===== src/rtl/incr_stream_checker_delay.sv =====
`default_nettype none
// ============================================================================
//  Module   : incr_delay_line
//  Function : LAT-deep shift register for {valid, rst_l, data}; flush clears
//             every valid bit on the same edge.
//  Revision : 1.0
// ============================================================================
module incr_delay_line #(
    parameter int LAT   = 1,
    parameter int WIDTH = 40
) (
    input  logic             clk,
    input  logic             reset,
    input  logic             flush_i,
    input  logic             valid_i,
    input  logic             rst_l_i,
    input  logic [WIDTH-1:0] data_i,
    output logic             valid_o,
    output logic             rst_l_o,
    output logic [WIDTH-1:0] data_o
);

    generate
        if (LAT == 0) begin : g_bypass
            logic w_unused;
            assign w_unused = ^{clk, reset};
            assign valid_o  = valid_i & ~flush_i;
            assign rst_l_o  = rst_l_i;
            assign data_o   = data_i;
        end else begin : g_pipe
            logic [LAT-1:0]            valid_q;
            logic [LAT-1:0]            rst_l_q;
            logic [LAT-1:0][WIDTH-1:0] data_q;

            always_ff @(posedge clk or posedge reset) begin
                if (reset) begin
                    valid_q <= '0;
                    rst_l_q <= '0;
                    data_q  <= '0;
                end else begin
                    valid_q[0] <= valid_i & ~flush_i;
                    rst_l_q[0] <= rst_l_i;
                    data_q[0]  <= data_i;
                    for (int i = 1; i < LAT; i++) begin
                        valid_q[i] <= valid_q[i-1] & ~flush_i;
                        rst_l_q[i] <= rst_l_q[i-1];
                        data_q[i]  <= data_q[i-1];
                    end
                end
            end

            assign valid_o = valid_q[LAT-1];
            assign rst_l_o = rst_l_q[LAT-1];
            assign data_o  = data_q[LAT-1];
        end
    endgenerate

endmodule
`default_nettype wire


===== config.mk =====
export PLATFORM = sky130hd
export DESIGN_NAME = incr_delay_line
export DESIGN_NICKNAME = d
export VERILOG_FILES = /design/src/rtl/incr_stream_checker_delay.sv
export SDC_FILE = /design/constraint.sdc
export NUM_CORES = 1
export LEC_CHECK = 0
export ABC_AREA = 1
export BUFFER_PORTS_ARGS = -buffer_cell sky130_fd_sc_hd__buf_2
export CORE_MARGIN = 4
export CORE_UTILIZATION = 37
export DETAILED_ROUTE_END_ITERATION = 10
export PLACE_DENSITY = 0.89
export REMOVE_ABC_BUFFERS = 1
export SLEW_MARGIN = 20
export SYNTH_ARGS = -nofsm -noshare
export SYNTH_HDL_FRONTEND = slang
export SYNTH_SLANG_ARGS = --single-unit

===== constraint.sdc =====
create_clock -name clk -period 1.6 [get_ports clk]
set_input_delay 0.32 -clock clk [delete_from_list [all_inputs] [get_ports clk]]
set_output_delay 0.32 -clock clk [all_outputs]
set_load 0.005 [all_outputs]

==> metrics.txt <==
Synth warnings 0; mean post-synth cell area 23.66 µm²; top-area cell type share of the netlist area 0.9871; Leak 0.8778 nW; Compound-Gate Fraction of Synth Area 0; count of input and output buffers 86; HPWL Detailed 1866 µm; I/O pin count 87; vias in the first global route 779; outcome completed; filler instances 232; Initial DRT Pass Iterations 2; routed via count 701; Post-Layout Cell Count 172; final WL 2274 µm; Setup TNS 0 ns; XOR/XNOR Fraction of Synth Area 0; CP Cell Sequence buf_2; Routed wire per std cell 13.22 µm; Worst Path Arrival 0.84 ns; clk sinks 42; hold endpoint data_o[25]; RSZ-0062 raised after global routing false; Final setup viols 0; Worst slew margin 0.5690; post-synthesis mux area share 0; Area contributors post-synth dfrtp_1 99%, inv_1 0.71%, nor2_2 0.59%; largest net degree at the start of global routing 21; cell count after placement 164; critical path class reg -> out; Stages on worst setup path 1; Final Hold Fails 0; delay-heaviest family, CP flip-flops; post-synthesis simple-gate area fraction 0.005875; count of buffer and inverter cells on the critical path 1; cell area after synthesis 1065 µm²; CTS tree yes; max-slew violations 0; Root Buffer clkbuf_4; Final Wtd Congestion 0.6182; chip width 61.65 µm; Vert. Die Dim 61.65 µm; Routed Antenna Nets 0; Multi-input gate area 6.256 µm²; main combinational cell family by area after synthesis buffers and inverters; DRC viols 0; H-tree Lvls 2; CP Data Required Time 1.28 ns; Placeable Area 2758 µm²; VDD IR max 0.7337 mV; period utilization 0.7280; pwr dens 1072 nW/µm²; layout cells sized above 1 0.6667; area grow syn2layout 50.65%; Netlist cell types 3; Worst Tran Pin Value 0.6425 ns; Seq cells post-synth 42; vias per inst 4.076; Starting Density 0.3861; final worst path period need 1.165 ns; Initial DRC Count 4; initial antenna violation count 0; Row Count 19; Critical Path Sink Type primary output; CP peak stage delay 0.38 ns; critical path's slowest cell dfrtp_1; Placement Setup Slack 0.6533 ns; Crit Path Max Fanout 1; global-route usage over all layers 0.1258; setup bufs post-CTS 0; adder-cell area share of the yosys netlist 0; CP Launch Type flip-flop; sequential area share after synthesis 0.9871; Cells after Synth 45; Reg clk slew, reported paths 0.11 ns; CTS Buffer Depth 2; Die Area 3800 µm²; Peak Freq 858.5 MHz; flip-flop and latch area 1051 µm²; PnR worst setup slack 0.4352 ns; HP Class in -> reg; placed instance area 1549 µm²; Post-CTS Resized 0; hold path depth 1; start point of the worst hold path data_i[25]; final instance area 1604 µm²; first-pass GRT wire length 3318 µm; Max-Cap Viols 0; CTS buffer count 5; post-synth top area cell dfrtp_1; nets 186; GR Overflow Total 0; ANT cells 0; fin util 0.5817
## layout by cell type (no fill, tap or decap), drive strengths merged
cell and instances:
clkbuf 7, inv 1, clkinv 1, nor2 1, dlygate4sd3 1, buf 88, dfrtp 42
## through the flow
step,hold WS (ns),power (W)
detailed placement,0.3598,0.001290
finish,0.07942,0.001720
global placement,0.3309,0.001283
global route,0.04352,0.001829
CTS,0.06196,0.001757
floorplan,0.3514,0.001175
## how the worst max path moves through the flow
| stage | slack [ns] | endpoint | startpoint |
|---|---|---|---|
| after floorplan | 0.31 | data_o[0] | reset |
| after global placement | 0.72 | data_o[13] | reset |
| after detailed placement | 0.65 | data_o[10] | reset |
| after CTS | 0.41 | data_o[19] | data_o[19] |
| after global routing | 0.38 | data_o[10] | data_o[10] |
| final | 0.44 | data_o[29] | data_o[29] |
## kinds of logic (layout without fill, tap and decap cells)
family / after synthesis / count (layout)
flops: 42 / 42
simple gates: 1 / 1
buf+inv: 2 / 98
## state kept, by name, summed over array words and instances (netlist names)
signal	flops
data_o	40
rst_l_o	1
valid_o	1
## cells in the mapped netlist
cell and instances:
inv_1 2, dfrtp_1 42, nor2_2 1
## what timing repair did
action	in CTS	in global routing
hold buffers	1	0
endpoints found under the hold margin	18	0
endpoints found under the setup margin	0	0
## where the power goes
part	leakage (nW)	switching (W)	internal, W
sequential	0.491	0.0000111	0.00111
clock	0.0254	0.000289	0.000166
combinational	0.362	0.0000621	0.0000777
total	0.878	0.000363	0.00136
## routing by layer
layer  part of all wire  GRT usage  up-vias
li1                   -          -      326
met1               0.31     0.1171      324
met2               0.54     0.2152       51
met3               0.16    0.08176        0
met4                  0    0.05455        0
met5                  0          0        -
## area by class of cell
type | instances | area share
sequential | 42 | 0.6552
multi-input combinational | 1 | 0.003900
tap | 31 | 0.02418
clock buffer | 7 | 0.02808
inverter | 2 | 0.004680
timing repair buffer | 89 | 0.2839
No activity file was read; power rests on OpenSTA's default activity.
